--- config.mk ---
export PLATFORM = sky130hd
export DESIGN_NAME = cdc_xfer_arbiter
export DESIGN_NICKNAME = d
export VERILOG_FILES = /design/src/rtl/cdc_xfer_arbiter.sv
export SDC_FILE = /design/constraint.sdc
export NUM_CORES = 1
export LEC_CHECK = 0
export CORE_MARGIN = 2
export CORE_UTILIZATION = 45
export DETAILED_ROUTE_END_ITERATION = 6
export PLACE_DENSITY = 0.84
export SLEW_MARGIN = 5
export SYNTH_ARGS = -nofsm -noshare
export SYNTH_HDL_FRONTEND = slang
export SYNTH_SLANG_ARGS = --single-unit
--- constraint.sdc ---
create_clock -name clk -period 3.89 [get_ports clk]
set_clock_uncertainty 0.2 [all_clocks]
set_input_delay 0.778 -clock clk [delete_from_list [all_inputs] [get_ports clk]]
set_output_delay 0.778 -clock clk [all_outputs]
set_load 0.02 [all_outputs]
--- src/rtl/cdc_xfer_arbiter.sv ---
// Source-side scheduler for one 4-phase CDC data channel: round-robin pick,
// freeze the winner's tagged word, sequence valid/ack, recover from a lost ack.
//   state   | meaning
//   IDLE    | no transfer; grant when a request is pending and cdc_ack is low
//   SEND    | cdc_valid high, cdc_data frozen, waiting for cdc_ack to rise
//   RELEASE | cdc_valid low, waiting for cdc_ack to fall
module cdc_xfer_arbiter #(
    parameter int NUM_REQ = 4,
    parameter int DATA_W  = 16,
    parameter int TIMEOUT = 255
) (
    input  logic                                 clk,
    input  logic                                 resetn,
    input  logic [NUM_REQ-1:0]                   req,
    input  logic [NUM_REQ*DATA_W-1:0]            req_data,
    output logic [NUM_REQ-1:0]                   req_ack,
    output logic [NUM_REQ-1:0]                   req_done,
    output logic                                 cdc_valid,
    output logic [$clog2(NUM_REQ)+DATA_W-1:0]    cdc_data,
    input  logic                                 cdc_ack,
    input  logic                                 err_clr,
    output logic                                 err_timeout,
    output logic                                 busy
);

    localparam int ID_W  = $clog2(NUM_REQ);
    localparam int CNT_W = (TIMEOUT > 0) ? $clog2(TIMEOUT + 1) : 1;

    typedef enum logic [1:0] {IDLE, SEND, RELEASE} state_t;

    state_t                    state, state_nxt;
    logic [ID_W-1:0]           ptr, ptr_nxt;
    logic [CNT_W-1:0]          cnt, cnt_nxt, cnt_inc;
    logic                      cnt_hit;
    logic                      found;
    logic [ID_W-1:0]           win, cand;
    logic [DATA_W-1:0]         words [NUM_REQ];
    logic [NUM_REQ-1:0]        ack_nxt, done_nxt;
    logic                      valid_nxt, err_nxt, busy_nxt;
    logic [ID_W+DATA_W-1:0]    data_nxt;

    for (genvar g = 0; g < NUM_REQ; g++) begin : g_unpack
        assign words[g] = req_data[g*DATA_W +: DATA_W];
    end

    assign cnt_inc = cnt + CNT_W'(1);
    // The ack edge has to arrive within TIMEOUT cycles of entering the wait state.
    assign cnt_hit = (TIMEOUT > 0) && (cnt_inc == CNT_W'(TIMEOUT));

    always_comb begin
        found = 1'b0;
        win   = '0;
        cand  = '0;
        for (int k = 1; k <= NUM_REQ; k++) begin
            cand = ID_W'((int'(ptr) + k) % NUM_REQ);
            if (!found && req[cand]) begin
                found = 1'b1;
                win   = cand;
            end
        end
    end

    always_ff @(posedge clk or negedge resetn) begin
        if (!resetn) begin
            state       <= IDLE;
            ptr         <= ID_W'(NUM_REQ - 1);
            cnt         <= '0;
            req_ack     <= '0;
            req_done    <= '0;
            cdc_valid   <= 1'b0;
            cdc_data    <= '0;
            err_timeout <= 1'b0;
            busy        <= 1'b0;
        end else begin
            state       <= state_nxt;
            ptr         <= ptr_nxt;
            cnt         <= cnt_nxt;
            req_ack     <= ack_nxt;
            req_done    <= done_nxt;
            cdc_valid   <= valid_nxt;
            cdc_data    <= data_nxt;
            err_timeout <= err_nxt;
            busy        <= busy_nxt;
        end
    end

    always_comb begin
        state_nxt = state;
        case (state)
            IDLE:    if (found && !cdc_ack) state_nxt = SEND;
            SEND:    if (cdc_ack) state_nxt = RELEASE;
                     else if (cnt_hit) state_nxt = IDLE;
            RELEASE: if (!cdc_ack || cnt_hit) state_nxt = IDLE;
            default: state_nxt = IDLE;
        endcase
    end

    always_comb begin
        valid_nxt = cdc_valid;
        data_nxt  = cdc_data;
        ack_nxt   = '0;
        done_nxt  = '0;
        ptr_nxt   = ptr;
        cnt_nxt   = cnt_inc;
        err_nxt   = err_timeout & ~err_clr;
        case (state)
            IDLE: begin
                cnt_nxt = '0;
                if (found && !cdc_ack) begin
                    valid_nxt    = 1'b1;
                    data_nxt     = {win, words[win]};
                    ack_nxt[win] = 1'b1;
                    ptr_nxt      = win;
                end
            end
            SEND: begin
                if (cdc_ack) begin
                    valid_nxt     = 1'b0;
                    done_nxt[ptr] = 1'b1;
                    cnt_nxt       = '0;
                end else if (cnt_hit) begin
                    valid_nxt = 1'b0;
                    err_nxt   = 1'b1;
                end
            end
            RELEASE: begin
                if (!cdc_ack) cnt_nxt = '0;
                else if (cnt_hit) err_nxt = 1'b1;
            end
            default: cnt_nxt = '0;
        endcase
        busy_nxt = (state_nxt != IDLE);
    end

endmodule

==> flow_summary_export.csv, run 1 <==
group,metric,value,unit
global_routing,grt_antenna_before_repair,0,
routing,post_drt_wl_per_cell,16.54,um
sta,finalCritPeriodShare,84.94,%
clocking,cts_buffer_depth,2,
clocking,numCtsBuffers,5,
worst_setup_path,rrSetupSlack,620,ps
sta,finalSetupTns,0,ps
routing,drt-pass1-iter-count,4,
synthesis,yosysSeqAreaShare,38.72,%
final_layout,drive_above_1_share,10.32,%
global_routing,grt_usage,22.78,%
routing,drtIter0Drc,165,
worst_setup_path,crit_path_start_kind,"input pin",
sta,max_slew.worst_pin.slew,938.0,ps
min_path,min_path_cells,2,
worst_setup_path,end_kind,"flip-flop",
synthesis,synth_top_flop_cell,"dfrtp_1",
floorplan,rows,27,
power,leakage,1.572,nW
power,power_density,794.9,nW/um2
clocking,cts_tree,"built",
clocking,clkSlewWorstSetupHoldPaths,90,ps
worst_setup_path,r2r_start,"ptr[0]$_DFFE_PN1P_",
floorplan,dieWidth,80.83,um
routing,viasPerCell,5.753,
floorplan,top_level_ports,101,
power,ir_drop,0.4362,mV
place,io_buffers,100,
worst_setup_path,worstSetupPathType,"input pin to flip-flop",
worst_setup_path,timing.rr.end,"cdc_data[9]$_DFFE_PN0P_",
worst_setup_path,crit_fanout,21,
power,power.total,3.002,mW
routing,routed_wl,6965,um
place,gp_congestion,0.9007,
final_layout,n_antenna_cell,0,
global_routing,grt_pass1_vias,2464,
clocking,hold_buffers,0,
worst_setup_path,critPathLaunch,"req[1]",
min_path,hp-class,"flip-flop to flip-flop",
worst_setup_path,crit_path_end,"cdc_data[9]$_DFFE_PN0P_",
floorplan,dieHeight,80.83,um
global_routing,grt_remaining_overflow,0,
sta,max_freq,302.7,MHz
floorplan,core,5608,um2
global_routing,grt_max_degree,42,
worst_setup_path,cp.arrival,3300,ps
worst_setup_path,crit_required,3890,ps
sta,finalHoldViolations,0,
synthesis,async_reset_ff_share,100.0,%
sta,grt_setup_unrepaired,"false",
sta,period_minus_slack,3304,ps
synthesis,ys.warnings.count,0,
clocking,cts_sinks,41,
final_layout,final_cell_count_no_fill,421,
clocking,ctsResizeCount,0,
floorplan,dieArea,6533,um2
place,dp_cells,413,
routing,antenna_left,0,
final_layout,layout.nets,430,
place,hpwl,5116,um
synthesis,synth-seq-cells,41,
job,maxCapViolations,0,
floorplan,initial_core_util,47.37,%
final_layout,final_core_util,67.36,%
clocking,post_cts_buffers,0,
routing,num_vias,2422,
final_layout,syn2layout_area_growth,42.20,%
final_layout,final_cell_mix,"clkdlybuf4s50_1 (99), dfrtp_1 (39), o221ai_1 (26), mux2i_1 (24)",
routing,drcViolationCount,0,
synthesis,synth_cell_types,44,
clocking,cts-root-buf,"clkbuf_8",
clocking,clock_tree.htree_level_count,2,
sta,slew_headroom,37.46,%
synthesis,synth_cells,253,
sta,maxSlewViolCount,0,
synthesis,synth_nets,335,
sta,setup_viol,0,
status,status,"complete, no violations",
synthesis,synth-edff-count,0,
synthesis,netlist_area,2656,um2
worst_setup_path,ff2ff_path_depth,8,
global_routing,grt_pass1_wl,11570,um
final_layout,final_common_cell,"clkdlybuf4s50_1",
clocking,clkLatencyLatePin,300,ps
synthesis,synth_area_per_cell,10.50,um2
[worst min path at each step]
stage	from	endpoint	slack (ps)
floorplan	cnt[0]$_DFF_PN0_	cnt[0]$_DFF_PN0_	270
detailed placement	cdc_data[17]$_DFFE_PN0P_	cdc_data[17]$_DFFE_PN0P_	260
CTS	cdc_data[17]$_DFFE_PN0P_	cdc_data[17]$_DFFE_PN0P_	280
global placement	cdc_data[17]$_DFFE_PN0P_	cdc_data[17]$_DFFE_PN0P_	260
global route	cdc_data[17]$_DFFE_PN0P_	cdc_data[17]$_DFFE_PN0P_	320
finish	cdc_data[17]$_DFFE_PN0P_	cdc_data[17]$_DFFE_PN0P_	280
[layout make-up]
cell class | count | area (um2)
fillers | 453 | 1831
clock buffers | 6 | 82.58
flip-flops and latches | 41 | 1028
well taps | 72 | 90.09
multi-input cells | 189 | 1486
inverters | 7 | 26.28
clock inverters | 2 | 37.54
repair buffers | 104 | 1026
[cell usage after synthesis, types with 2 or more instances]
cell type | count | area, um2
a21oi_1 | 11 | 55.05
and3_1 | 4 | 25.02
buf_2 | 5 | 25.02
buf_4 | 4 | 30.03
buf_6 | 5 | 56.30
clkbuf_1 | 2 | 7.510
dfrtp_1 | 39 | 975.9
dfstp_2 | 2 | 52.55
ha_1 | 10 | 125.1
inv_1 | 7 | 26.28
mux2_2 | 2 | 22.52
mux2i_1 | 24 | 240.2
mux4_2 | 3 | 67.56
nand2_1 | 23 | 86.33
nand3_1 | 7 | 35.03
nand4_1 | 2 | 12.51
nor2_1 | 23 | 86.33
nor3_1 | 3 | 15.01
o21ai_0 | 7 | 35.03
o21ai_2 | 2 | 17.52
o221ai_1 | 26 | 227.7
o221ai_2 | 6 | 90.09
o22a_1 | 11 | 96.34
or3_1 | 2 | 12.51
xor2_1 | 4 | 35.03
[metal layers]
layer | GRT usage (%) | up-vias | share of wire, %
li1 | - | 1153 | -
met1 | 28.99 | 1155 | 40
met2 | 37.52 | 103 | 50
met3 | 5.667 | 11 | 7.4
met4 | 8.475 | 0 | 2.0
met5 | 0 | - | 0
[cells by family (layout without fill, tap and decap cells)]
group                      after synthesis  in the layout  synth area share (%)
DFF                                     41             41                 38.72
buffers and inverters                   23            119                 5.464
adders and majority gates               10             10                 4.710
muxes                                   30             30                 13.42
xor gates and xnor gates                 5              5                 1.649
and+or+nand+nor                         75             75                 14.32
AOI/OAI and AO/OA                       69             69                 21.71
[sequential cells by signal, indices dropped and copies added (netlist names)]
name / count
cdc_data: 18
cnt: 8
req_ack: 4
req_done: 4
ptr: 2
state: 2
busy: 1
cdc_valid: 1
err_timeout: 1
[stage by stage]
step           hold WS [ps]  instance area (um2)  setup WS [ps]
6_report              281.4                 3777          585.9
5_1_grt               316.6                 3777          441.1
4_1_cts               283.2                 3777          593.8
3_5_place_dp          262.6                 3657          310.1
3_3_place_gp          264.0                 3657          371.1
2_1_floorplan         268.7                 2656          888.8
[worst max-delay path, cell delays in order]
cell and delay [ps]:
clkdlybuf4s50_1 510, mux4_2 620, nor2b_1 220, or3_1 620, o22a_1 250, o221ai_1 100, o221ai_1 210
[power breakdown]
group / switching (mW) / internal [mW] / total [mW]
combinational: 1.07 / 0.871 / 1.94
sequential: 0.113 / 0.588 / 0.701
clock: 0.153 / 0.209 / 0.361
total: 1.33 / 1.67 / 3.00
Note: power is estimated with default switching activity, not from simulation.
==> run 2, diff against run 1 <==
Settings changed: CORE_UTILIZATION 45 to 40, PLACE_DENSITY 0.84 to 0.79.
Clock period 3.89 ns to 2.8 ns, I/O delays scaled along.
==> flow_summary_export.csv, run 2 (synthesis results as in run 1) <==
group,metric,value,unit
status,status,"complete, no violations",
floorplan,dieArea,7309,um2
floorplan,dieHeight,85.49,um
final_layout,final_cell_mix,"clkdlybuf4s50_1 (96), dfrtp_1 (39), buf_4 (26), mux2i_1 (24), o221ai_1 (24)",
floorplan,rows,29,
global_routing,grt_antenna_before_repair,0,
final_layout,layout.nets,458,
final_layout,reg_top3,"cdc_data x18, cnt x8",
worst_setup_path,crit_path_start_kind,"input pin",
worst_setup_path,cp.arrival,2690,ps
place,hpwl,5527,um
sta,finalHoldViolations,0,
clocking,clkSlewWorstSetupHoldPaths,80,ps
routing,num_vias,2575,
clocking,clkLatencyLatePin,290,ps
routing,drtIter0Drc,183,
place,gp_congestion,0.8762,
global_routing,grt_pass1_wl,11810,um
sta,finalSetupTns,0,ps
final_layout,final_common_cell,"clkdlybuf4s50_1",
clocking,numCtsBuffers,5,
global_routing,grt_usage,20.45,%
sta,max_freq,367.1,MHz
worst_setup_path,ff2ff_path_depth,8,
worst_setup_path,crit_fanout,21,
routing,antenna_left,0,
sta,period_minus_slack,2724,ps
clocking,cts-root-buf,"clkbuf_8",
final_layout,largest_reg_flops,18,
final_layout,final_core_util,64.22,%
floorplan,initial_core_util,41.59,%
routing,routed_wl,7604,um
final_layout,n_antenna_cell,0,
floorplan,core,6386,um2
worst_setup_path,crit_required,2770,ps
sta,holdWs,179.0,ps
floorplan,dieWidth,85.49,um
worst_setup_path,end_kind,"flip-flop",
floorplan,top_level_ports,101,
worst_setup_path,worstSetupPathType,"input pin to flip-flop",
sta,setup_viol,0,
global_routing,grt_max_degree,42,
clocking,cts_tree,"built",
sta,slew_headroom,42.18,%
routing,drt-pass1-iter-count,4,
min_path,hp-class,"input pin to async pin",
routing,drcViolationCount,0,
routing,viasPerCell,5.672,
clocking,clock_tree.htree_level_count,2,
sta,maxSlewViolCount,0,
global_routing,grt_pass1_vias,2429,
place,io_buffers,100,
job,maxCapViolations,0,
power,leakage,1.754,nW
sta,finalCritPeriodShare,97.28,%
clocking,cts_buffer_depth,2,
final_layout,drive_above_1_share,19.89,%
sta,max_slew.worst_pin.slew,867.3,ps
routing,post_drt_wl_per_cell,16.75,um
global_routing,grt_remaining_overflow,0,
final_layout,top_register,"cdc_data",
final_layout,syn2layout_area_growth,54.40,%
clocking,cts_sinks,41,
power,ir_drop,0.6835,mV
power,power_density,1154,nW/um2
-- run 2: final cells by class --
type	count	area, um2
Fill cell	530	2285
Multi-Input combinational cell	191	1562
Timing Repair Buffer	130	1270
Sequential cell	41	1028
Tap cell	77	96.34
Clock buffer	7	86.33
Clock inverter	1	30.03
Inverter	7	28.78
-- run 2: final timing paths --
kind / from / to / slack (ps)
max in group asynchronous: resetn / cdc_data[14]$_DFFE_PN0P_ / 1680
max reg2reg: ptr[0]$_DFFE_PN1P_ / cdc_data[6]$_DFFE_PN0P_ / 90
max: req[0] / cdc_data[0]$_DFFE_PN0P_ / 80
min in group clk: cdc_data[17]$_DFFE_PN0P_ / cdc_data[17]$_DFFE_PN0P_ / 290
min: resetn / cdc_data[2]$_DFFE_PN0P_ / 180
min reg2reg: cdc_data[17]$_DFFE_PN0P_ / cdc_data[17]$_DFFE_PN0P_ / 290
-- run 2: repair_timing --
action,4_1_cts,5_1_grt
gates resized for setup,3,10
setup endpoints to repair,14,17
cloned,1,1
buffers inserted,1,5
hold buffers,0,0
pin swaps,2,4
-- run 2: metrics by stage --
stage | power [mW] | cell area (um2) | cells | setup WS (ps)
final | 4.734 | 4101 | 454 | 76.25
after global routing | 5.065 | 4101 | 454 | -8.384
after CTS | 4.597 | 4005 | 448 | 14.46
after detailed placement | 4.038 | 3869 | 438 | -365.4
after global placement | 3.946 | 3869 | 438 | -257.5
after floorplan | 2.998 | 2704 | 253 | 1.204
-- run 2: routing by layer --
metal  vias up  wire, um  global-route usage [%]
met3        16       464                   4.427
met2       103      3734                   33.81
met1      1234      3202                   26.32
li1       1222         -                       -
met5         -         0                       0
met4         0       203                   7.792
-- run 2: critical path: stages --
cell             delay (ps)
clkdlybuf4s50_1         460
buf_4                   170
mux4_2                  540
or3_4                   530
o221ai_1                290
o221ai_2                140
-- run 2: report_power, final --
| part | total (mW) | switching (mW) | internal (mW) |
|---|---|---|---|
| logic | 3.28 | 1.67 | 1.61 |
| registers | 0.962 | 0.146 | 0.816 |
| clock network | 0.491 | 0.200 | 0.291 |
==> patch (settings of run 1) <==
`DATA_W`: 16 -> 32.
--- a/src/rtl/cdc_xfer_arbiter.sv
+++ b/src/rtl/cdc_xfer_arbiter.sv
@@ -6,7 +6,7 @@
 //   RELEASE | cdc_valid low, waiting for cdc_ack to fall
 module cdc_xfer_arbiter #(
     parameter int NUM_REQ = 4,
-    parameter int DATA_W  = 16,
+    parameter int DATA_W  = 32,
     parameter int TIMEOUT = 255
 ) (
     input  logic                                 clk,
Ports: changed (resized cdc_data and req_data); port bits go from 101 to 181. No check against the original RTL was run, so the function may have changed too.
==> patch against run 1 <==
- total power up 25%
- setup slack improved by 0.14 ns
- die area grew 28%
- cell area up 46%
- wire length rose by 52%
- area after synthesis is 30% higher
- clock power grew 36%
- sequential cell count increased by 16
- highest routed layer unchanged
==> patch: results (changes against run 1) <==
Share of synthesized area occupied by flip-flops and latches: 41.4% (+2.7 points). Clock tree synthesis selected as its root buffer the cell sky130_fd_sc_hd__clkbuf_8. The fraction of layout cells with a size suffix above 1 works out to 11.0% (+0.68 points). The most used flip-flop cell after synthesis was sky130_fd_sc_hd__dfrtp_1. The total nets after synthesis is 456 (+36%), and the number of inserted diodes is 0 (unchanged).

The tools report the yosys synthesis warning count as 0 (unchanged). For the iteration-0 DRC count of the detailed router, the log shows 238 (+44%). The cell leakage power is 0.00240 uW (+53%), and the number of global-route vias before repair is 3255 (+32%). The run gives 0 (unchanged) as the post-CTS repair timing setup buffer count. The first-pass detailed-route iteration total came out at 6 (+2).

The highest fanout seen on the critical path is 36 (+71%), and the maximum resistive drop on vdd is 0.345 mV (-21%). The largest incremental delay on the critical path is 0.83 ns (+0.21 ns), and the final layout net count is 632 (+47%). The cell family contributing the most delay on the critical path is simple AND/OR/NAND/NOR gates.

The number of buffers created by CTS is 9 (+4), and the total number of H-tree levels is 3 (+1). First-pass GRT wire length: 16500 um (+43%). Deepest clock path buffer count: 2 (unchanged). The largest registers in the layout are cdc_data: 34 flops, cnt: 8 flops. The count of flip-flops with a built-in enable after synthesis came out at 0 (unchanged). Slew of the pin with the lowest slew margin: 0.948 ns (+0.00971 ns).

The commonest cells after synthesis are sky130_fd_sc_hd__mux2i_1 (65), sky130_fd_sc_hd__dfrtp_1 (55), sky130_fd_sc_hd__nand2_1 (42). The routability-driven placement congestion ratio is 0.843 (-6.4%). The run finished with clean final reports. The clock transition at the register clock pins on the worst setup and hold paths after CTS came out at 0.06 ns (-0.03 ns). The worst path arrival time was 3.11 ns (-0.19 ns); the total half-perimeter wirelength after legalization and detailed placement was 8210 um (+60%). The post-synthesis cell type count is 45 (+2.3%).

Share of synthesized registers carrying an async set or reset: 100% (unchanged). The number of vias per cell works out to 5.37 (-6.6%). Ranked by total cell area, the synthesized netlist is headed by sky130_fd_sc_hd__dfrtp_1 (40%), sky130_fd_sc_hd__mux2i_1 (19%), sky130_fd_sc_hd__o221ai_2 (12%).

For the routed wire length, the log shows 10600 um (+52%). The number of buffers added on ports was 180 (+80%). The slowest stage of the critical path belongs to the cell sky130_fd_sc_hd__or3_2.

The post-cts resize count is 0 (unchanged), and the clock insertion delay at the later pin of the skew report is 0.32 ns (+0.02 ns). The run gives 44 (+4.8%) as the maximum number of pins on one net before global-route repair. The combined global-route utilization of all metal layers was 25.3% (+2.5 points).
-- patch: cell count changes after synthesis, moves of 4 or more --
cell,delta
sky130_fd_sc_hd__o221ai_1,-21
sky130_fd_sc_hd__nand3_1,-5
sky130_fd_sc_hd__dfrtp_1,+16
sky130_fd_sc_hd__o221ai_2,+21
sky130_fd_sc_hd__nand2_1,+19
sky130_fd_sc_hd__mux2i_1,+41
sky130_fd_sc_hd__o22a_1,-11
sky130_fd_sc_hd__nor2_1,-6
sky130_fd_sc_hd__a21oi_1,-4
-- patch: through the flow --
stage                     area [um^2]  std cells  total power [uW]  utilization (%)  setup WS [ns]
after floorplan                  3450        310              2440                -           1.45
after global placement           5330        574              3230             72.7          0.531
after detailed placement         5330        574              3290             72.7          0.407
after CTS                        5500        590              3790             75.1          0.748
after global routing             5500        590              3990             75.1          0.614
final                            5500        590              3760             75.1          0.724
-- patch: final timing paths --
kind / start / end / slack (ns) / cells after the start
max in group asynchronous: resetn / cdc_data[10] / 2.33 / 2
worst min-delay path: cdc_data[18] / cdc_data[18] / 0.29 / 2
min in group asynchronous: resetn / cdc_data[2] / 0.39 / 1
worst max register to register: ptr[1] / cdc_data[8] / 0.90 / 6
worst min register to register: cdc_data[18] / cdc_data[18] / 0.29 / 2
worst max-delay path: req[2] / cdc_data[8] / 0.72 / 6
-- patch: logic make-up after synthesis --
group / synth area share (%)
muxes: 19.2
xor gates and xnor gates: 1.27
and+or+nand+nor: 10.9
buffers and inverters: 4.43
adders and majority gates: 3.63
AOI/OAI and AO/OA: 19.2
DFF: 41.4
-- patch: where the power goes --
part	switching [uW]	total [uW]	internal, uW
Sequential	156	984	827
Clock	227	490	263
Combinational	1220	2290	1070
Total	1600	3760	2160
-- patch: cell type report --
type / count / area, um^2
well taps: 99 / 124
clock inverters: 3 / 15.0
fillers: 494 / 1830
clock buffers: 13 / 159
flip-flops and latches: 57 / 1430
inverters: 7 / 26.3
repair buffers: 185 / 1860
multi-input cells: 226 / 1890
-- patch: tightest hold or removal path: stages (launching register included) --
cell	delay (ns)
sky130_fd_sc_hd__dfrtp_1	0.34
sky130_fd_sc_hd__nand2_1	0.06
sky130_fd_sc_hd__o221ai_2	0.05
-- patch: layer usage --
layer	up-vias	track usage (%)	wire length, um
li1	1513	-	-
met1	1507	29.7	4230
met2	135	44.5	5510
met3	14	6.47	690
met4	0	8.59	179
met5	-	0	0
